--- config.mk ---
export PLATFORM = sky130hd
export DESIGN_NAME = text_console_ctrl_flat
export DESIGN_NICKNAME = d
export VERILOG_FILES = /design/src/rtl/text_console_if.sv /design/src/rtl/text_console_ctrl.sv /design/src/flat_wrapper.sv
export SDC_FILE = /design/constraint.sdc
export NUM_CORES = 1
export LEC_CHECK = 0
export CAP_MARGIN = 15
export CORE_MARGIN = 8
export CORE_UTILIZATION = 30
export CTS_BUF_LIST = sky130_fd_sc_hd__clkbuf_4 sky130_fd_sc_hd__clkbuf_8
export DETAILED_ROUTE_END_ITERATION = 6
export PLACE_DENSITY = 0.6
export SYNTH_ARGS = -nofsm -noshare
export SYNTH_HDL_FRONTEND = slang
export SYNTH_SLANG_ARGS = --single-unit
--- constraint.sdc ---
create_clock -name clk -period 7.9 [get_ports clk]
set_clock_uncertainty 0.15 [all_clocks]
set_input_delay 1.58 -clock clk [delete_from_list [all_inputs] [get_ports clk]]
set_output_delay 1.58 -clock clk [all_outputs]
set_load 0.05 [all_outputs]
--- src/rtl/text_console_if.sv ---
// text_console_if: console byte stream in, framebuffer write port and cursor/scroll state out
interface text_console_if;
    logic        in_valid;
    logic        in_ready;
    logic [7:0]  in_char;
    logic [11:0] in_fg;
    logic [11:0] in_bg;
    logic        clear;
    logic [7:0]  write_posx;
    logic [5:0]  write_posy;
    logic [31:0] write_value;
    logic        write_enable;
    logic [5:0]  v_offset;
    logic [7:0]  cursor_x;
    logic [5:0]  cursor_y;
    logic        busy;
    modport master (
        output in_valid, in_char, in_fg, in_bg, clear,
        input  in_ready, write_posx, write_posy, write_value, write_enable,
        input  v_offset, cursor_x, cursor_y, busy
    );
    modport slave (
        input  in_valid, in_char, in_fg, in_bg, clear,
        output in_ready, write_posx, write_posy, write_value, write_enable,
        output v_offset, cursor_x, cursor_y, busy
    );
endinterface

--- src/rtl/text_console_ctrl.sv ---
// text_console_ctrl: turns a console byte stream into framebuffer cell writes,
// tracking cursor, hardware scroll offset, line clears on scroll and full-screen clears.
module text_console_ctrl #(
    parameter int          COLS   = 160,
    parameter int          ROWS   = 45,
    parameter logic [11:0] FG_RST = 12'hFFF,
    parameter logic [11:0] BG_RST = 12'h000
) (
    input  logic clk,
    input  logic rst,
    text_console_if.slave bus
);
    typedef enum logic [1:0] {IDLE, CLR_LINE, CLR_ALL} state_t;
    localparam logic [7:0] LAST_X = 8'(COLS - 1);
    localparam logic [7:0] NCOLS  = 8'(COLS);
    localparam logic [5:0] LAST_Y = 6'(ROWS - 1);
    localparam logic [6:0] NROWS  = 7'(ROWS);
    localparam logic [7:0] BLANK  = 8'h20;
    state_t      state, state_n;
    logic [7:0]  cx, cx_n, cnt_x, cnt_x_n, px, px_n;
    logic [5:0]  cy, cy_n, voff, voff_n, cnt_y, cnt_y_n, py, py_n, phys_y;
    logic [11:0] fg, fg_n, bg, bg_n;
    logic [31:0] val, val_n;
    logic [6:0]  sum;
    logic        we, we_n, ready, nl;
    assign ready            = state == IDLE;
    assign bus.in_ready     = ready;
    assign bus.busy         = ~ready;
    assign bus.write_posx   = px;
    assign bus.write_posy   = py;
    assign bus.write_value  = val;
    assign bus.write_enable = we;
    assign bus.v_offset     = voff;
    assign bus.cursor_x     = cx;
    assign bus.cursor_y     = cy;
    // logical row -> physical row with a single conditional subtract
    assign sum    = {1'b0, cy} + {1'b0, voff};
    assign phys_y = sum >= NROWS ? 6'(sum - NROWS) : sum[5:0];
    always_comb begin
        state_n = state;
        cx_n    = cx;
        cy_n    = cy;
        voff_n  = voff;
        fg_n    = fg;
        bg_n    = bg;
        cnt_x_n = cnt_x;
        cnt_y_n = cnt_y;
        we_n    = 1'b0;
        px_n    = px;
        py_n    = py;
        val_n   = val;
        nl      = 1'b0;
        if (bus.clear) begin
            state_n = CLR_ALL;
            cnt_x_n = '0;
            cnt_y_n = '0;
        end else begin
            case (state)
                IDLE: if (bus.in_valid) begin
                    fg_n = bus.in_fg;
                    bg_n = bus.in_bg;
                    if (bus.in_char == 8'h0D) cx_n = '0;
                    else if (bus.in_char == 8'h08) cx_n = cx != '0 ? cx - 8'd1 : cx;
                    else if (bus.in_char == 8'h0A) nl = 1'b1;
                    else begin
                        we_n  = 1'b1;
                        px_n  = cx;
                        py_n  = phys_y;
                        val_n = {bus.in_fg, bus.in_bg, bus.in_char};
                        cx_n  = cx + 8'd1;
                        nl    = cx == LAST_X;
                    end
                    if (nl) begin
                        cx_n = '0;
                        // bottom row: recycle the old top row as the new bottom
                        if (cy < LAST_Y) cy_n = cy + 6'd1;
                        else begin
                            state_n = CLR_LINE;
                            cnt_x_n = '0;
                        end
                    end
                end
                CLR_LINE: if (cnt_x < NCOLS) begin
                    we_n    = 1'b1;
                    px_n    = cnt_x;
                    py_n    = voff;
                    val_n   = {fg, bg, BLANK};
                    cnt_x_n = cnt_x + 8'd1;
                end else begin
                    voff_n  = voff == LAST_Y ? '0 : voff + 6'd1;
                    state_n = IDLE;
                end
                CLR_ALL: begin
                    we_n    = 1'b1;
                    px_n    = cnt_x;
                    py_n    = cnt_y;
                    val_n   = {fg, bg, BLANK};
                    cnt_x_n = cnt_x == LAST_X ? '0 : cnt_x + 8'd1;
                    cnt_y_n = cnt_x == LAST_X ? cnt_y + 6'd1 : cnt_y;
                    if (cnt_x == LAST_X && cnt_y == LAST_Y) begin
                        state_n = IDLE;
                        cnt_y_n = '0;
                        cx_n    = '0;
                        cy_n    = '0;
                        voff_n  = '0;
                    end
                end
                default: begin
                    state_n = CLR_ALL;
                    cnt_x_n = '0;
                    cnt_y_n = '0;
                end
            endcase
        end
    end
    always_ff @(posedge clk or posedge rst) begin
        if (rst) begin
            state <= CLR_ALL;
            cx    <= '0;
            cy    <= '0;
            voff  <= '0;
            fg    <= FG_RST;
            bg    <= BG_RST;
            cnt_x <= '0;
            cnt_y <= '0;
            we    <= 1'b0;
            px    <= '0;
            py    <= '0;
            val   <= '0;
        end else begin
            state <= state_n;
            cx    <= cx_n;
            cy    <= cy_n;
            voff  <= voff_n;
            fg    <= fg_n;
            bg    <= bg_n;
            cnt_x <= cnt_x_n;
            cnt_y <= cnt_y_n;
            we    <= we_n;
            px    <= px_n;
            py    <= py_n;
            val   <= val_n;
        end
    end
endmodule

--- src/flat_wrapper.sv ---
// flat-port wrapper written by rule: the top's interface ports become plain ports
module text_console_ctrl_flat 
#(
    parameter int          COLS   = 160,
    parameter int          ROWS   = 45,
    parameter logic [11:0] FG_RST = 12'hFFF,
    parameter logic [11:0] BG_RST = 12'h000
)
  (clk, rst, bus_in_valid, bus_in_char, bus_in_fg, bus_in_bg, bus_clear, bus_in_ready, bus_write_posx, bus_write_posy, bus_write_value, bus_write_enable, bus_v_offset, bus_cursor_x, bus_cursor_y, bus_busy);
  text_console_if bus_i ();
  input  logic clk;
  input  logic rst;
  input wire logic [$bits(bus_i.in_valid)-1:0] bus_in_valid;
  input wire logic [$bits(bus_i.in_char)-1:0] bus_in_char;
  input wire logic [$bits(bus_i.in_fg)-1:0] bus_in_fg;
  input wire logic [$bits(bus_i.in_bg)-1:0] bus_in_bg;
  input wire logic [$bits(bus_i.clear)-1:0] bus_clear;
  output wire logic [$bits(bus_i.in_ready)-1:0] bus_in_ready;
  output wire logic [$bits(bus_i.write_posx)-1:0] bus_write_posx;
  output wire logic [$bits(bus_i.write_posy)-1:0] bus_write_posy;
  output wire logic [$bits(bus_i.write_value)-1:0] bus_write_value;
  output wire logic [$bits(bus_i.write_enable)-1:0] bus_write_enable;
  output wire logic [$bits(bus_i.v_offset)-1:0] bus_v_offset;
  output wire logic [$bits(bus_i.cursor_x)-1:0] bus_cursor_x;
  output wire logic [$bits(bus_i.cursor_y)-1:0] bus_cursor_y;
  output wire logic [$bits(bus_i.busy)-1:0] bus_busy;
  assign bus_i.in_valid = bus_in_valid;
  assign bus_i.in_char = bus_in_char;
  assign bus_i.in_fg = bus_in_fg;
  assign bus_i.in_bg = bus_in_bg;
  assign bus_i.clear = bus_clear;
  assign bus_in_ready = bus_i.in_ready;
  assign bus_write_posx = bus_i.write_posx;
  assign bus_write_posy = bus_i.write_posy;
  assign bus_write_value = bus_i.write_value;
  assign bus_write_enable = bus_i.write_enable;
  assign bus_v_offset = bus_i.v_offset;
  assign bus_cursor_x = bus_i.cursor_x;
  assign bus_cursor_y = bus_i.cursor_y;
  assign bus_busy = bus_i.busy;
  text_console_ctrl #(.COLS(COLS), .ROWS(ROWS), .FG_RST(FG_RST), .BG_RST(BG_RST)) u_core (.clk(clk), .rst(rst), .bus(bus_i));
endmodule
==> out/qor.yml, run 1 <==
clk_path_buf_depth: 2
crit_slowest_cell: "or4_1"
yosysSeqAreaShare_pct: 45.3
drive_gt1_share_pct: 10.7
p_int_mw: 1.49
clock_latency_ns: 0.39
cts_tree: "yes"
wl_met1_um: 7380
dieWidth_um: 157
io-pin-count: 105
grt_max_degree: 75
fmax_ghz: 0.211
ant_nets: 0
die_y_um: 157
cts_hold_buf: 0
route.met2.wl_um: 7420
run_status: "complete, no violations"
synth_cells: 615
fin_util_pct: 38.2
synth.avg_cell_area_um2: 9.66
crit_path_cell_trace: "clkdlybuf4s50_1, or3_1, or4_1, inv_1, ha_1, a41o_1, nand2_1, a211o_1, a21oi_1, and3b_1, o31ai_1"
synth_edf_count: 0
portBuffers: 104
cts_resized: 0
async_flop_share_pct: 100
cts_root_buffer: "clkbuf_8"
synth_area_um2: 5940
wl_per_cell_um: 16.3
drv_cap: 0
top_layer: "met4"
period_needed_ns: 4.74
hold_viol_final: 0
syn_to_final_growth_pct: 25.0
wl_um: 15900
endpoint_kind: "flop"
maxSlewViolCount: 0
p_seq_share_pct: 31.2
critPathRequiredTime_ns: 8.05
tightestPinTransition_ns: 0.960
die_area_um2: 24600
viasPerCell: 4.93
p_sw_mw: 1.41
initial_utilization_pct: 30.5
antenna_found_initial: 0
track_usage_pct: 13.4
drt_first_pass_iters: 5
clock_sinks: 107
min_path_type: "reg -> reg"
core_area_um2: 19500
synth_cell_types: 64
ir_worst_vdd_v: 0.000243
final_cells: 973
slew_headroom_pct: 36.0
diodes: 0
cts_max_level: 3
synth_nets: 675
critical_path.top_delay_family: "simple AND/OR/NAND/NOR gates"
postCtsSetupRepairBufs: 0
gp_congestion: 0.825
place_hpwl_um: 11400
cp_max_fo: 15
grt_pass1_wl_um: 26300
place_inst: 957
grt_pass1_vias: 4903
final.period_utilization_pct: 59.9
drcViolationCount: 0
start_kind: "input port"
nets: 763
clkPwrFrac_pct: 12.0
powerDensity_nw_per_um2: 392
synthFlopType: "dfrtp_1"
rsz0062_at_grt: "no"
power_frac_comb_pct: 56.8
sw_frac_of_total_pct: 48.6
std_cell_rows: 51
cts_buffers: 9
crit_buf_inv: 2
setup_violations: 0
drt-initial-drc-count: 243
cp_data_arrival_time_ns: 4.89
clk_pin_slew_ns: 0.11
overflow: 0
final.setup.tns_ns: 0
path_class: "in -> reg"
routed-wl-met3_um: 851
synth-warning-count: 0
slowest_delay_ns: 0.80
ys_ff_latch: 107
vias: 4799
leakage_nw: 3.19
==> cell usage in the layout (no fill, tap or decap), types with 5 or more instances in the layout <==
cell type,instances
inv_1,17
or3_1,5
clkbuf_8,9
nand3b_1,9
dfrtp_1,94
nor2b_1,7
a21oi_1,12
ha_1,22
clkdlybuf4s50_1,104
o31ai_1,11
dfstp_2,13
nor2_1,22
and3_1,7
mux2_2,24
nand3_1,13
or4_1,5
and2_1,5
nand2_1,87
mux2i_1,34
o21ai_0,85
or2_2,6
a31oi_1,9
buf_4,5
nor3_1,11
nand2b_1,6
==> stage by stage <==
stage          power (mW)  area [um^2]  setup WS (ns)  hold WS, ns
2_1_floorplan        2.09         5940           3.37        0.317
3_3_place_gp         2.58         7220           2.83        0.300
3_5_place_dp         2.59         7220           2.79        0.313
4_1_cts              2.95         7430           3.21        0.340
5_1_grt              3.14         7430           2.90        0.351
6_report             2.91         7430           3.16        0.333
==> power groups by stage <==
stage | Sequential (mW) | Combinational, mW | Clock (mW)
after detailed placement | 0.919 | 1.67 | 0
after CTS | 0.910 | 1.67 | 0.366
after floorplan | 1.27 | 0.826 | 0
final | 0.908 | 1.65 | 0.349
after global routing | 0.939 | 1.81 | 0.387
after global placement | 0.916 | 1.66 | 0
==> area by class of cell <==
class,count,area [um^2]
clock buffer,9,124
clock inverter,7,80.1
fill,1950,12000
inverter,18,70.1
multi-input combinational,458,3050
sequential,107,2690
tap,265,332
timing repair buffer,109,1080
==> worst reg2reg max path, stage by stage (launching register included) <==
cell       delay [ns]
dfrtp_1          0.53
ha_1             0.23
inv_1            0.05
fa_1             0.39
nand2b_1         0.16
a21oi_1          0.24
xor2_1           0.40
o21ai_0          0.23
a2111oi_0        0.49
nor3_1           0.11
==> logic make-up (layout without fill, tap and decap cells) <==
logic type / count (synthesis) / count (layout) / synth area share [%]
fa+ha+maj: 24 / 24 / 5.18
buf+inv: 50 / 143 / 3.37
flops: 107 / 107 / 45.3
xor+xnor: 7 / 7 / 1.03
compound gates: 166 / 166 / 17.8
simple gates: 203 / 203 / 17.0
mux: 58 / 58 / 10.3
==> synth_stat cells (all sizes together), types with 5 or more instances <==
| master | n | area [um^2] |
|---|---|---|
| dfrtp | 94 | 2350 |
| nand2 | 87 | 327 |
| o21ai | 86 | 430 |
| mux2i | 34 | 340 |
| mux2 | 24 | 270 |
| ha | 23 | 288 |
| clkbuf | 22 | 82.6 |
| nor2 | 22 | 82.6 |
| inv | 18 | 67.6 |
| dfstp | 13 | 342 |
| nand3 | 13 | 65.1 |
| a21oi | 12 | 60.1 |
| nor3 | 11 | 55.1 |
| o31ai | 11 | 82.6 |
| buf | 10 | 50.1 |
| a31oi | 9 | 56.3 |
| nand3b | 9 | 67.6 |
| and3 | 7 | 43.8 |
| nor2b | 7 | 43.8 |
| or2 | 7 | 43.8 |
| nand2b | 6 | 37.5 |
| and2 | 5 | 31.3 |
| or3 | 5 | 31.3 |
| or4 | 5 | 37.5 |
==> registers in the layout, summed over array words and instances (netlist names) <==
name                     flops
u_core.bus.write_value      32
u_core.bg                   12
u_core.fg                   12
u_core.bus.cursor_x          8
u_core.bus.write_posx        8
u_core.cnt_x                 8
u_core.bus.cursor_y          6
u_core.bus.v_offset          6
u_core.bus.write_posy        6
u_core.cnt_y                 6
u_core.state                 2
u_core.bus.write_enable      1
==> path summary, 6_finish.rpt <==
check                                              to  cells after the start                 startpoint  slack [ns]
min                         u_core.bus.write_value[5]                      2  u_core.bus.write_value[5]        0.33
max                            u_core.bus.cursor_x[7]                     11             bus_in_char[7]        3.16
max reg2reg                  u_core.bus.write_posy[0]                      9     u_core.bus.v_offset[0]        4.78
min reg2reg                 u_core.bus.write_value[5]                      2  u_core.bus.write_value[5]        0.33
min in group asynchronous  u_core.bus.write_value[18]                      2                        rst        1.37
max in group asynchronous             u_core.cnt_y[3]                      3                        rst        4.91
==> routing by layer <==
layer  vias to the layer above  global-route usage (%)
met5                         -                       0
met4                         0                    4.49
met3                        10                    3.01
met2                       105                    21.9
met1                      2296                    17.2
li1                       2388                       -
(Power assumes the default switching activity.)
==> inputs of run 2 (changes only) <==
--- a/config.mk
+++ b/config.mk
@@ -10,7 +10,7 @@
 export CORE_UTILIZATION = 30
 export CTS_BUF_LIST = sky130_fd_sc_hd__clkbuf_4 sky130_fd_sc_hd__clkbuf_8
 export DETAILED_ROUTE_END_ITERATION = 6
-export PLACE_DENSITY = 0.6
+export PLACE_DENSITY = 0.62
 export SYNTH_ARGS = -nofsm -noshare
 export SYNTH_HDL_FRONTEND = slang
 export SYNTH_SLANG_ARGS = --single-unit
==> constraint.sdc (replaced) <==
create_clock -name clk -period 3.94 [get_ports clk]
set_clock_uncertainty 0.15 [all_clocks]
set_input_delay 0.788 -clock clk [delete_from_list [all_inputs] [get_ports clk]]
set_output_delay 0.788 -clock clk [all_outputs]
set_load 0.05 [all_outputs]
==> run 2 against run 1 <==
Compared with the run above: clock-buffer cell count unchanged; first-iteration DRC count rose by 18%; cell count increased by 1.8%; sequential power up 99%; global-route usage rose by 0.30 points; combinational power increased by 110%; flip-flop and latch count stayed put; critical path type unchanged; critical endpoint unchanged; largest cell class unchanged; largest power group unchanged.
==> out/qor.yml, run 2 (same netlist as run 1, synthesis figures left out) <==
clock_sinks: 107  # unchanged
vias: 4878  # was 4799
dieWidth_um: 157  # unchanged
setup_violations: 0  # unchanged
path_class: "in -> reg"  # unchanged
place_hpwl_um: 12100  # was 11400 um
cts_root_buffer: "clkbuf_8"  # unchanged
cp-startpoint: "bus_in_char[7]"  # unchanged
antenna_found_initial: 0  # unchanged
min_path_type: "reg -> reg"  # unchanged
track_usage_pct: 13.7  # was 13.4%
slew_headroom_pct: 47.6  # was 36.0%
diodes: 0  # unchanged
cts_tree: "yes"  # unchanged
clk_pin_slew_ns: 0.10  # was 0.11 ns
endpoint_kind: "flop"  # unchanged
nets: 781  # was 763
fin_ws_ns: 0.279  # was 3.16 ns
drt_first_pass_iters: 4  # was 5
syn_to_final_growth_pct: 28.5  # was 25.0%
core_area_um2: 19500  # unchanged
portBuffers: 104  # unchanged
fin_util_pct: 39.2  # was 38.2%
power_mw: 6.05  # was 2.91 mW
clock_latency_ns: 0.39  # about the same
ant_nets: 0  # unchanged
cts_resized: 0  # unchanged
cts_max_level: 3  # unchanged
final_cell_mix: "clkdlybuf4s50_1 (104), dfrtp_1 (94), nand2_1 (87)"  # unchanged
io-pin-count: 105  # unchanged
critPathRequiredTime_ns: 4.07  # was 8.05 ns
wl_per_cell_um: 16.5  # was 16.3 um
place_inst: 975  # was 957
cts_buffers: 9  # unchanged
r2r_start: "u_core.bus.cursor_y[0]"  # was u_core.bus.v_offset[0]
fmax_ghz: 0.273
layout_commonest_cell: "clkdlybuf4s50_1"  # unchanged
rsz0062_at_grt: "no"  # unchanged
overflow: 0  # unchanged
drt-initial-drc-count: 286  # was 243
grt_max_degree: 49  # was 75
drcViolationCount: 0  # unchanged
ir_worst_vdd_v: 0.000391  # was 0.000243 V
cp_max_fo: 5  # was 15
initial_utilization_pct: 30.5  # unchanged
drive_gt1_share_pct: 12.9  # was 10.7%
largest_reg_flops: 32  # unchanged
post-place-ws_ns: -0.0528  # was 2.79 ns
leakage_nw: 3.31  # was 3.19 nW
std_cell_rows: 51  # unchanged
die_y_um: 157  # unchanged
final.setup.tns_ns: 0  # unchanged
wl_um: 16300  # was 15900 um
postCtsSetupRepairBufs: 0  # unchanged
hold_viol_final: 0  # unchanged
die_area_um2: 24600  # unchanged
start_kind: "input port"  # unchanged
drv_cap: 0  # unchanged
cts_hold_buf: 0  # unchanged
gp_congestion: 0.843  # was 0.825
viasPerCell: 4.92  # was 4.93
powerDensity_nw_per_um2: 792  # was 392 nW/um^2
cp_data_arrival_time_ns: 3.79  # was 4.89 ns
tightestPinTransition_ns: 0.778  # was 0.960 ns
grt_pass1_vias: 4897  # was 4903
hp-start: "u_core.bus.write_value[6]"  # was u_core.bus.write_value[5]
period_needed_ns: 3.66
clk_path_buf_depth: 2  # unchanged
final.period_utilization_pct: 92.9
maxSlewViolCount: 0  # unchanged
run_status: "complete, no violations"  # unchanged
grt_pass1_wl_um: 26900  # was 26300 um
final_cells: 991  # was 973
[run 2: cell types whose count changed in the layout (fill, tap and decap cells not counted), sizes merged]
| cell | previous run | this run |
|---|---|---|
| buf | 5 | 23 |
| bufinv | 0 | 3 |
| clkinv | 3 | 1 |
| inv | 21 | 20 |
[run 2: per-layer routing]
layer	up-vias	track usage [%]	wire length (um)
li1	2441	-	-
met1	2324	17.7	7420
met2	106	22.2	7660
met3	7	3.89	1080
met4	0	3.52	169
met5	-	0	0
[run 2: metrics by stage]
stage	hold slack, ns	cell area (um^2)
final	0.323	7630
after CTS	0.331	7630
after detailed placement	0.306	7380
after global placement	0.299	7380
after global routing	0.351	7630
after floorplan	0.317	5940
[run 2: layout make-up]
type	count	area (um^2)
Fill cell	1943	11800
Multi-Input combinational cell	458	3050
Sequential cell	107	2690
Timing Repair Buffer	127	1240
Tap cell	265	332
Clock buffer	9	124
Clock inverter	7	124
Inverter	18	70.1
[run 2: worst paths after layout]
| path | end | slack, ns | cells past startpoint |
|---|---|---|---|
| min reg2reg | u_core.bus.write_value[6] | 0.32 | 2 |
| max reg2reg | u_core.bus.write_posy[0] | 0.89 | 9 |
| max | u_core.bus.cursor_x[7] | 0.28 | 11 |
| min in group asynchronous | u_core.bg[3] | 0.67 | 2 |
| max in group asynchronous | u_core.fg[4] | 2.19 | 3 |
| min | u_core.bus.write_value[6] | 0.32 | 2 |
[run 2: worst max-delay path, stage by stage]
cell	delay, ns
clkdlybuf4s50_1	0.42
or3_1	0.43
or4_1	0.62
inv_1	0.14
ha_1	0.23
a41o_1	0.19
nand2_1	0.07
a211o_1	0.36
a21oi_1	0.13
and3b_1	0.18
o31ai_1	0.24
[run 2: where the power goes]
group,internal [mW],switching (mW)
registers,1.53,0.286
logic,1.27,2.13
clock network,0.428,0.408
total,3.22,2.82
==> inputs of run 3 (changes only) <==
--- a/config.mk
+++ b/config.mk
@@ -10,7 +10,7 @@
 export CORE_UTILIZATION = 30
 export CTS_BUF_LIST = sky130_fd_sc_hd__clkbuf_4 sky130_fd_sc_hd__clkbuf_8
 export DETAILED_ROUTE_END_ITERATION = 6
-export PLACE_DENSITY = 0.62
+export PLACE_DENSITY = 0.6
 export SYNTH_ARGS = -nofsm -noshare
 export SYNTH_HDL_FRONTEND = slang
 export SYNTH_SLANG_ARGS = --single-unit
==> constraint.sdc (replaced) <==
create_clock -name clk -period 3.71 [get_ports clk]
set_clock_uncertainty 0.15 [all_clocks]
set_input_delay 0.742 -clock clk [delete_from_list [all_inputs] [get_ports clk]]
set_output_delay 0.742 -clock clk [all_outputs]
set_load 0.05 [all_outputs]
==> run 3 against run 2 <==
Compared with the run above: flip-flop and latch count unchanged; final area down 0.18%; hold slack gained 0.0023 ns; register-to-register slack got worse by 0.24 ns; critical path depth did not move; wire length is 1.4% higher.
==> out/qor.yml, run 3 (same netlist as run 1, synthesis figures left out) <==
run_status: "complete, no violations"  # unchanged
largest_reg_flops: 32  # unchanged
post-place-ws_ns: -0.174  # was -0.0528 ns
power_mw: 6.28  # was 6.05 mW
overflow: 0  # unchanged
crit_path_end: "u_core.bus.cursor_x[7]"  # unchanged
io-pin-count: 105  # unchanged
grt_pass1_vias: 4781  # was 4897
track_usage_pct: 13.8  # was 13.7%
final_cell_mix: "clkdlybuf4s50_1 (104), dfrtp_1 (94), nand2_1 (87)"  # unchanged
drive_gt1_share_pct: 13.5  # was 12.9%
start_kind: "input port"  # unchanged
rsz0062_at_grt: "no"  # unchanged
fin_ws_ns: 0.240  # was 0.279 ns
cp_max_fo: 5  # unchanged
cts_max_level: 3  # unchanged
cp-startpoint: "bus_in_char[7]"  # unchanged
drcViolationCount: 0  # unchanged
final_cells: 996  # was 991
clock_sinks: 107  # unchanged
r2r_start: "u_core.bus.cursor_y[0]"  # unchanged
wl_per_cell_um: 16.6  # was 16.5 um
gp_congestion: 0.821  # was 0.843
syn_to_final_growth_pct: 28.2  # was 28.5%
fin_hold_ws_ns: 0.325  # was 0.323 ns
clock_latency_ns: 0.39  # about the same
r2r_slack_ns: 0.65  # was 0.89 ns
antenna_found_initial: 0  # unchanged
cts_resized: 0  # unchanged
powerDensity_nw_per_um2: 824  # was 792 nW/um^2
min_path_type: "reg -> reg"  # unchanged
crit_path_cell_trace: "clkdlybuf4s50_1, or3_1, or4_1, inv_1, ha_1, a41o_1, nand2_1, a211o_1, a21oi_1, and3b_1, o31ai_1"  # unchanged
fin_util_pct: 39.1  # was 39.2%
setup_violations: 0  # unchanged
period_needed_ns: 3.47
place_inst: 980  # was 975
leakage_nw: 3.31  # about the same
viasPerCell: 4.95  # was 4.92
maxSlewViolCount: 0  # unchanged
cts_hold_buf: 0  # unchanged
die_y_um: 157  # unchanged
slew_headroom_pct: 49.4  # was 47.6%
cts_buffers: 9  # unchanged
postCtsSetupRepairBufs: 0  # unchanged
std_cell_rows: 51  # unchanged
slowest_delay_ns: 0.62  # about the same
diodes: 0  # unchanged
crit_buf_inv: 2  # unchanged
grt_max_degree: 73  # was 49
final.period_utilization_pct: 93.5
nets: 786  # was 781
hold_viol_final: 0  # unchanged
core_area_um2: 19500  # unchanged
path_class: "in -> reg"  # unchanged
ant_nets: 0  # unchanged
place_hpwl_um: 12100  # about the same
critPathRequiredTime_ns: 3.86  # was 4.07 ns
drv_cap: 0  # unchanged
cts_tree: "yes"  # unchanged
grt_pass1_wl_um: 26800  # was 26900 um
clk_path_buf_depth: 2  # unchanged
die_area_um2: 24600  # unchanged
portBuffers: 104  # unchanged
endpoint_kind: "flop"  # unchanged
drt-initial-drc-count: 229  # was 286
drt_first_pass_iters: 4  # unchanged
rr_endpoint: "u_core.bus.write_posy[0]"  # unchanged
vias: 4931  # was 4878
ir_worst_vdd_v: 0.000428  # was 0.000391 V
layout_commonest_cell: "clkdlybuf4s50_1"  # unchanged
cp_data_arrival_time_ns: 3.62  # was 3.79 ns
wl_um: 16500  # was 16300 um
clk_pin_slew_ns: 0.11  # was 0.10 ns
fmax_ghz: 0.288
tightestPinTransition_ns: 0.759  # was 0.778 ns
initial_utilization_pct: 30.5  # unchanged
critical_path.top_delay_family: "simple AND/OR/NAND/NOR gates"  # unchanged
cts_root_buffer: "clkbuf_8"  # unchanged
dieWidth_um: 157  # unchanged
crit_slowest_cell: "or4_1"  # unchanged
cp.depth: 11  # unchanged
reg2reg_depth: 9  # unchanged
[run 3: cell count changes in the layout (fill, tap and decap cells not counted), sizes merged]
cell      before  now
clkinvlp       1    0
inv           20   21
clkinv         1    3
clkbuf         9   10
bufinv         3    0
buf           23   28
[run 3: how the worst min path moves through the flow]
stage                               from                         to  cells after the start
6_report       u_core.bus.write_value[6]  u_core.bus.write_value[6]                      2
5_1_grt        u_core.bus.write_value[3]  u_core.bus.write_value[3]                      2
4_1_cts        u_core.bus.write_value[6]  u_core.bus.write_value[6]                      2
3_5_place_dp   u_core.bus.write_value[6]  u_core.bus.write_value[6]                      2
3_3_place_gp   u_core.bus.write_value[5]  u_core.bus.write_value[5]                      2
2_1_floorplan            u_core.cnt_y[5]            u_core.cnt_y[5]                      1
[run 3: where the power goes]
| group | switching [mW] | internal, mW |
|---|---|---|
| clock | 0.466 | 0.279 |
| combinational | 2.26 | 1.35 |
| sequential | 0.305 | 1.62 |
| total | 3.03 | 3.25 |
[run 3: per-stage QoR]
stage	cell area (um^2)	TNS [ns]
finish	7620	0
global route	7620	0
CTS	7620	0
detailed placement	7420	-0.359
global placement	7420	-0.227
floorplan	5940	0
[run 3: final cells by class]
class	count	area, um^2
fillers	1985	11800
multi-input cells	458	3050
flip-flops and latches	107	2690
repair buffers	132	1280
well taps	265	332
clock buffers	10	138
inverters	18	70.1
clock inverters	6	58.8
[run 3: per-layer routing]
| metal | up-vias | track usage (%) | wire, um |
|---|---|---|---|
| met4 | 0 | 4.26 | 246 |
| met1 | 2363 | 18.5 | 7710 |
| met2 | 105 | 21.5 | 7650 |
| met5 | - | 0 | 0 |
| li1 | 2446 | - | - |
| met3 | 17 | 3.17 | 946 |
[run 3: tightest hold or removal path, cell delays in order (launching register included)]
cell	delay, ns
dfrtp_1	0.35
nand2_1	0.05
nand2_1	0.05
